--- src/rtl/motor_ctrl_multicanal.sv ---
// motor_ctrl_multicanal
//   Per-channel corking-line conveyor motor controller. Each of N_CANAIS
//   channels runs an independent Moore FSM:
//     IDLE -> RUN -> SETTLE -> HOLD -> IDLE, plus RUN -> FAULT on a jam.
//   After a bottle is sensed the motor runs ATRASO_PARADA more cycles, which
//   centres the bottle under the corker. A RUN phase with no bottle for
//   TIMEOUT_JAM cycles latches a fault that only LIMPA_FALHA clears.
//   A saturating counter totals the bottles that reach HOLD.
//
// Ports
//   CLOCK               in   system clock, rising edge
//   RESET               in   asynchronous, active-high reset
//   START               in   [N_CANAIS] per-channel run enable (level)
//   ROLHAS_DISPONIVEIS  in   [N_CANAIS] corks available in channel feeder
//   GARRAFA_PRESENTE    in   [N_CANAIS] bottle sensor at corking station
//   LIMPA_FALHA         in   [N_CANAIS] fault clear (sampled level)
//   MOTOR_ATIVO         out  [N_CANAIS] motor drive (RUN or SETTLE)
//   PRONTO              out  [N_CANAIS] bottle positioned, ready to cork
//   FALHA               out  [N_CANAIS] latched jam fault
//   FALHA_GLOBAL        out  OR of FALHA
//   GARRAFAS_TOTAL      out  [W_CONT] bottles positioned since reset
module motor_ctrl_multicanal #(
    parameter int N_CANAIS      = 4,
    parameter int ATRASO_PARADA = 4,
    parameter int TIMEOUT_JAM   = 20,
    parameter int W_TEMPO       = 8,
    parameter int W_CONT        = 16
) (
    input  logic                CLOCK,
    input  logic                RESET,
    input  logic [N_CANAIS-1:0] START,
    input  logic [N_CANAIS-1:0] ROLHAS_DISPONIVEIS,
    input  logic [N_CANAIS-1:0] GARRAFA_PRESENTE,
    input  logic [N_CANAIS-1:0] LIMPA_FALHA,
    output logic [N_CANAIS-1:0] MOTOR_ATIVO,
    output logic [N_CANAIS-1:0] PRONTO,
    output logic [N_CANAIS-1:0] FALHA,
    output logic                FALHA_GLOBAL,
    output logic [W_CONT-1:0]   GARRAFAS_TOTAL
);

    typedef enum logic [2:0] {
        IDLE,
        RUN,
        SETTLE,
        HOLD,
        FAULT
    } estado_t;

    localparam logic [W_TEMPO-1:0] FIM_JAM    = W_TEMPO'(TIMEOUT_JAM - 1);
    localparam logic [W_TEMPO-1:0] FIM_SETTLE = W_TEMPO'(ATRASO_PARADA - 1);

    // Sum is wide enough for total + N_CANAIS without overflow, so the
    // saturation test is a plain compare.
    localparam int W_SOMA = W_CONT + $clog2(N_CANAIS + 1);
    localparam logic [W_SOMA-1:0] SOMA_MAX = {{(W_SOMA - W_CONT){1'b0}}, {W_CONT{1'b1}}};

    estado_t            estado_q [N_CANAIS];
    estado_t            estado_d [N_CANAIS];
    logic [W_TEMPO-1:0] tempo_q  [N_CANAIS];
    logic [W_TEMPO-1:0] tempo_d  [N_CANAIS];
    logic [W_CONT-1:0]  total_q;
    logic [W_CONT-1:0]  total_d;
    logic [W_SOMA-1:0]  n_entradas;
    logic [W_SOMA-1:0]  soma;

    always_ff @(posedge CLOCK or posedge RESET) begin
        if (RESET) begin
            for (int unsigned i = 0; i < N_CANAIS; i++) begin
                estado_q[i] <= IDLE;
                tempo_q[i]  <= '0;
            end
            total_q <= '0;
        end else begin
            for (int unsigned i = 0; i < N_CANAIS; i++) begin
                estado_q[i] <= estado_d[i];
                tempo_q[i]  <= tempo_d[i];
            end
            total_q <= total_d;
        end
    end

    always_comb begin
        n_entradas = '0;
        for (int unsigned i = 0; i < N_CANAIS; i++) begin
            estado_d[i] = estado_q[i];
            tempo_d[i]  = tempo_q[i];
            case (estado_q[i])
                IDLE: begin
                    tempo_d[i] = '0;
                    if (START[i] && ROLHAS_DISPONIVEIS[i] && !GARRAFA_PRESENTE[i])
                        estado_d[i] = RUN;
                end
                RUN: begin
                    if (!START[i] || !ROLHAS_DISPONIVEIS[i]) begin
                        estado_d[i] = IDLE;
                        tempo_d[i]  = '0;
                    end else if (GARRAFA_PRESENTE[i]) begin
                        estado_d[i] = SETTLE;
                        tempo_d[i]  = '0;
                    end else if (tempo_q[i] == FIM_JAM) begin
                        estado_d[i] = FAULT;
                        tempo_d[i]  = '0;
                    end else begin
                        tempo_d[i] = tempo_q[i] + W_TEMPO'(1);
                    end
                end
                SETTLE: begin
                    if (!START[i]) begin
                        estado_d[i] = IDLE;
                        tempo_d[i]  = '0;
                    end else if (tempo_q[i] == FIM_SETTLE) begin
                        estado_d[i] = HOLD;
                        tempo_d[i]  = '0;
                        n_entradas  = n_entradas + W_SOMA'(1);
                    end else begin
                        tempo_d[i] = tempo_q[i] + W_TEMPO'(1);
                    end
                end
                HOLD: begin
                    tempo_d[i] = '0;
                    if (!GARRAFA_PRESENTE[i])
                        estado_d[i] = IDLE;
                end
                FAULT: begin
                    tempo_d[i] = '0;
                    if (LIMPA_FALHA[i])
                        estado_d[i] = IDLE;
                end
                default: begin
                    estado_d[i] = IDLE;
                    tempo_d[i]  = '0;
                end
            endcase
        end

        soma = {{(W_SOMA - W_CONT){1'b0}}, total_q} + n_entradas;
        if (soma > SOMA_MAX)
            total_d = '1;
        else
            total_d = soma[W_CONT-1:0];
    end

    // Moore outputs: decoded from registered state only.
    always_comb begin
        MOTOR_ATIVO = '0;
        PRONTO      = '0;
        FALHA       = '0;
        for (int unsigned i = 0; i < N_CANAIS; i++) begin
            MOTOR_ATIVO[i] = (estado_q[i] == RUN) || (estado_q[i] == SETTLE);
            PRONTO[i]      = (estado_q[i] == HOLD);
            FALHA[i]       = (estado_q[i] == FAULT);
        end
        FALHA_GLOBAL   = |FALHA;
        GARRAFAS_TOTAL = total_q;
    end

endmodule

--- config.mk ---
export PLATFORM = sky130hd
export DESIGN_NAME = motor_ctrl_multicanal
export DESIGN_NICKNAME = d
export VERILOG_FILES = /design/src/rtl/motor_ctrl_multicanal.sv
export SDC_FILE = /design/constraint.sdc
export NUM_CORES = 1
export LEC_CHECK = 0
export CAP_MARGIN = 0
export CORE_UTILIZATION = 59
export DETAILED_ROUTE_END_ITERATION = 8
export PLACE_DENSITY = 0.95
export SLEW_MARGIN = 20
export SYNTH_ARGS = -nofsm -noshare
export SYNTH_HDL_FRONTEND = slang
export SYNTH_SLANG_ARGS = --single-unit
--- constraint.sdc ---
create_clock -name CLOCK -period 7.5 [get_ports CLOCK]
set_input_delay 0.75 -clock CLOCK [delete_from_list [all_inputs] [get_ports CLOCK]]
set_output_delay 0.75 -clock CLOCK [all_outputs]
set_load 0.02 [all_outputs]
Word-level counts from Yosys, hierarchy flattened:

Index checks and enable logic that the tools add are counted.
Widths: inputs -> output; s select.

* register bits: 60
* bits of input ports: 18
* output and inout bits: 29
* word-level logic and storage cells: 172

* add/subtract/negate cells: 8
* order comparisons: 1
* eq/ne operators: 44
* mux-type cells: 73
* reduce and logical (&&, ||, !) cells: 37

Operators by type and width (number)
* $mux 19: 9
* $mux 8: 20
* $mux 3: 32
* $pmux 8 s2: 4
* $pmux 3 s5: 4
* $add 19x1->19 const B: 3
* $add 8x1->8 const B: 4
* $eq 8x2->1 const B: 4
* $eq 8x5->1 const B: 4
* $eq 3x2->1 const B: 8
* $ne 2x2->1 const B: 12
* $reduce_and 5->1: 4
* $add 16x19->19: 1
* $gt 19x16->1 const B: 1
* $mux 16: 1
* $ne 4x4->1 const B: 4
* $eq 3x1->1 const B: 4
* $eq 3x3->1 const B: 4
* $logic_not 1->1: 12
* $logic_not 3->1: 4
* $ne 3x3->1 const B: 4
* $logic_and 1x1->1: 8
* $logic_or 1x1->1: 8
* $reduce_or 4->1: 1
* $mux 1: 3

Longest topological paths before layout:

* depth in word-level cells: 19
* depth in mapped cells: 18
* depth with buffers taken out: 17

Least setup slack after synthesis:

No wires, ideal clock.

* kind: register to register
* start: register tempo_q[24] (netlist bit)
* end: register total_q[9], in the netlist GARRAFAS_TOTAL[9]
* setup time: 0.138 ns
* arrival: 4.455 ns
* path slack: 2.908 ns
* stages on the path, launching flop included: 17
* path buffers: 1
* period minus slack after synthesis: 4.592 ns
* cells stage by stage: dfrtp_1 -> ha_1 -> or4b_4 -> nor4_4 -> ha_1 -> mux2_4 -> ha_1 -> mux2_2 -> ha_1 -> mux2_2 -> fa_1 -> a21o_1 -> a21oi_1 -> nor2_1 -> nand3_1 -> buf_2 -> o21ai_0

* longest elaborated chain between the ends: 19

Ends and longest elaborated chain
* start, declared: RTL line 60 `logic [W_TEMPO-1:0] tempo_q [N_CANAIS];`
* start signal, assigned by index: RTL line 77 `tempo_q[i] <= tempo_d[i];`
* $eq 8x2->1 *: RTL line 112 `end else if (tempo_q[i] == FIM_SETTLE) begin`
* $mux 1 *: RTL line 112
* $mux 1 *: RTL line 109 `if (!START[i]) begin`
* $mux 1 *: RTL line 88 `case (estado_q[i])`
* $add 19x1->19: RTL line 115 `n_entradas = n_entradas + W_SOMA'(1);`
* $mux 19: RTL line 112
* $mux 19: RTL line 109
* $mux 19 *: RTL line 88
* (+4 left out)
* $add 19x1->19: RTL line 115
* $mux 19: RTL line 112
* $mux 19: RTL line 109
* $mux 19 *: RTL line 88
* $add 16x19->19 *: RTL line 137 `soma = {{(W_SOMA - W_CONT){1'b0}}, total_q} + n_entradas;`
* $gt 19x16->1: RTL line 138 `if (soma > SOMA_MAX)`
* $mux 16 *: RTL line 138
* net total_d[9]: RTL line 63 `logic [W_CONT-1:0] total_d;`
* end signal, assigned: RTL line 79 `total_q <= total_d;`
* end, declared: RTL line 62 `logic [W_CONT-1:0] total_q;`

Mark *: on every way through the listed nets, which the timed path passes. The rest lies on a longest branch.
A chain may end at the register's enable or synchronous reset.

Worst setup path in the final report:

* start: input START[0]
* end: register total_q[9], in the netlist GARRAFAS_TOTAL[9]

* longest elaborated chain between the ends: 17

Ends and longest elaborated chain
* start, declared: RTL line 31 `input logic [N_CANAIS-1:0] START,`
* $mux 1 *: RTL line 109
* $mux 1 *: RTL line 88
* $add 19x1->19: RTL line 115
* $mux 19: RTL line 112
* $mux 19: RTL line 109
* $mux 19 *: RTL line 88
* $add 19x1->19: RTL line 115
* $mux 19: RTL line 112
* (+2 left out)
* $add 19x1->19: RTL line 115
* $mux 19: RTL line 112
* $mux 19: RTL line 109
* $mux 19 *: RTL line 88
* $add 16x19->19 *: RTL line 137
* $gt 19x16->1: RTL line 138
* $mux 16 *: RTL line 138
* net total_d[9]: RTL line 63

Marked as above.

==> out/qor.yml <==
core_region_area_um2: 5540
dp_hpwl_um: 4880
slew_headroom_pct: 50.7
crit_buf_inv: 1
avgSynthCellArea_um2: 9.62
pre_cts_slack_ps: 2050
clock-sinks: 60
hold_violations: 0
start_util_pct: 61.7
area_delta_synth_final_pct: 20.5
ant_nets: 0
fill_cells: 383
setup_viol: 0
placementRows: 27
crit_path_start_kind: "primary input"
via_per_inst: 5.76
n_antenna_cell: 0
powerDensity_nw_per_um2: 198
reg2reg_slack_ps: 2380
holdBufCountCts: 0
critPathMaxStageDelay_ps: 550
globalplace.congestion: 0.820
drive_above_1_share_pct: 7.82
firstDrtPassIters: 4
crit_chain: "clkdlybuf4s50_1 -> nand4bb_1 -> nor4_4 -> ha_1 -> mux2_4 -> ha_1 -> mux2_2 -> ha_1 -> mux2_2 -> fa_1 -> a21o_1 -> a21oi_1 -> nor2_1 -> nand3_1 -> o21ai_0"
die_y_um: 78.1
fin_setup_tns_ps: 0
power.leakage_uw: 0.00183
yosysSeqAreaShare_pct: 44.0
synthTopCellsByArea: "dfrtp_1 (44%), nor2_1 (5.5%), xnor2_1 (5.1%)"
clockBufferDepth: 2
rsz0062_at_grt: "false"
clock.fmax_mhz: 195
drt_iter0_drc: 164
setup.worst_path.start: "START[0]"
fin_crit_sh_pct: 68.5
hold_path.class: "reg -> reg"
numCtsBuffers: 9
period_needed_ps: 5140
crit_family: "adder cells"
worstReg2RegStart: "tempo_q[24]"
fin_nets: 434
power.total_uw: 815
ys_async_sr_fraction_pct: 100
ctsResizeCount: 0
clk_pin_slew_ps: 60
cts_root_buffer: "clkbuf_8"
port_buffers: 46
slew_violations: 0
clk-insertion-delay-late_ps: 340
post_cts_buffers: 0
synth-seq-cells: 60
syn_inst: 355
synth_top_cell_by_area: "dfrtp_1"
synth_top_area_share_pct: 44.0
status: "complete, no violations"
path_depth: 15
synth_most_common_cell: "dfrtp_1"
ir_drop_v: 0.000144
endpoint: "GARRAFAS_TOTAL[9]"
dieWidth_um: 78.1
grt_start_max_net_pins: 61
crit_type: "in -> reg"
tightest_slew_ps: 739
wire_per_inst_um: 15.2
final.setup_skew_ps: 5.83
yosysWarnings: 0
grt_overflow_total: 0
cts_tree: "yes"
synthesis.nets: 385
crit_fanout: 14
yosysUniqueCellTypes: 56
antenna_found_initial: 0
grt_pass1_vias: 2726
drv_cap: 0
synthesis.area_um2: 3420
reg2reg_depth: 15
endpoint_kind: "flop"
wirelength_um: 7330
cts_max_level: 3
synthTopCellsByCount: "dfrtp_1 (60), nor2_1 (50), nand2_1 (28)"
grt_usage_pct: 26.7
r2r-end: "GARRAFAS_TOTAL[9]"
drc_errors: 0
fin_ws_ps: 2360
required_ps: 7680
die_area_um2: 6100
ys.flop_type: "dfrtp_1"
cp_common_cell: "ha_1"
synth_edf_count: 0
route.vias.total: 2771
critPathSlowestCell: "clkdlybuf4s50_1"
grt_pass1_wl_um: 12600
cp_data_arrival_time_ps: 5310
pin_count: 47
-- worst min path at each step --
stage | from | end | slack [ps] | depth (start not counted)
3_3_place_gp | tempo_q[24] | tempo_q[24] | 470 | 1
5_1_grt | estado_q[2] | estado_q[1] | 500 | 1
4_1_cts | estado_q[2] | estado_q[1] | 480 | 1
3_5_place_dp | estado_q[2] | estado_q[1] | 470 | 1
6_report | estado_q[2] | estado_q[1] | 480 | 1
2_1_floorplan | estado_q[2] | estado_q[1] | 440 | 1
-- worst register-to-register path: cells and delay by family (launching register included) --
family	cells	cell delay (ps)
simple gates	4	1370
compound gates	3	830
fa+ha+maj	5	1500
flops	1	380
mux	3	860
-- stage by stage --
stage	area [µm²]	hold slack, ps	utilization, %	std cells
final	4120	480	74.3	481
after CTS	4120	483	74.3	481
after global routing	4120	498	74.3	481
after detailed placement	3920	474	70.8	465
after floorplan	3420	438	-	355
after global placement	3920	469	70.8	465
-- cell type report --
class / count / area, µm² / share of cell area, %
Sequential cell: 60 / 1500 / 36.5
Clock buffer: 15 / 166 / 4.04
Timing Repair Buffer: 48 / 475 / 11.5
Multi-Input combinational cell: 271 / 1800 / 43.8
Clock inverter: 1 / 30.0 / 0.729
Inverter: 14 / 52.6 / 1.28
Tap cell: 72 / 90.1 / 2.19
-- sequential cells by signal, summed over array words and instances, names as in the netlist --
name and flops:
tempo_q 32, estado_q 12, GARRAFAS_TOTAL 16
-- layout by cell type, fill, tap and decap left out, types with 4 or more instances in the layout --
master	n
clkdlybuf4s50_1	46
a211oi_1	4
a21oi_1	12
clkbuf_1	4
nor3_1	8
mux2_2	4
and3_1	11
xor2_1	18
inv_1	13
clkbuf_8	11
a31oi_1	4
ha_1	11
nand2_1	28
nor2b_1	6
nor2_1	50
dfrtp_1	60
o21ai_0	11
nand3_1	21
nand3b_1	4
xnor2_1	20
nand2b_1	6
-- cells by family (layout without fill, tap and decap cells) --
family                     after synthesis  after routing  share of synthesized area [%]
muxes                                    6              6                           2.05
buffers and inverters                   24             78                           3.30
AOI/OAI and AO/OA                       51             51                           9.93
DFF                                     60             60                           44.0
xor gates and xnor gates                39             39                           10.2
and+or+nand+nor                        163            163                           25.9
adders and majority gates               12             12                           4.62
-- routing by layer --
| layer | vias up | share of wire [%] | GRT usage [%] |
|---|---|---|---|
| li1 | 1339 | - | - |
| met1 | 1347 | 44 | 32.9 |
| met2 | 67 | 50 | 45.2 |
| met3 | 18 | 3.6 | 4.07 |
| met4 | 0 | 2.8 | 14.4 |
| met5 | - | 0 | 0 |
-- report_power, final --
part | switching, µW | internal [µW]
Clock | 115 | 172
Sequential | 29.6 | 338
Combinational | 77.3 | 81.9
Total | 222 | 592
No activity file was read; power rests on OpenSTA's default activity.
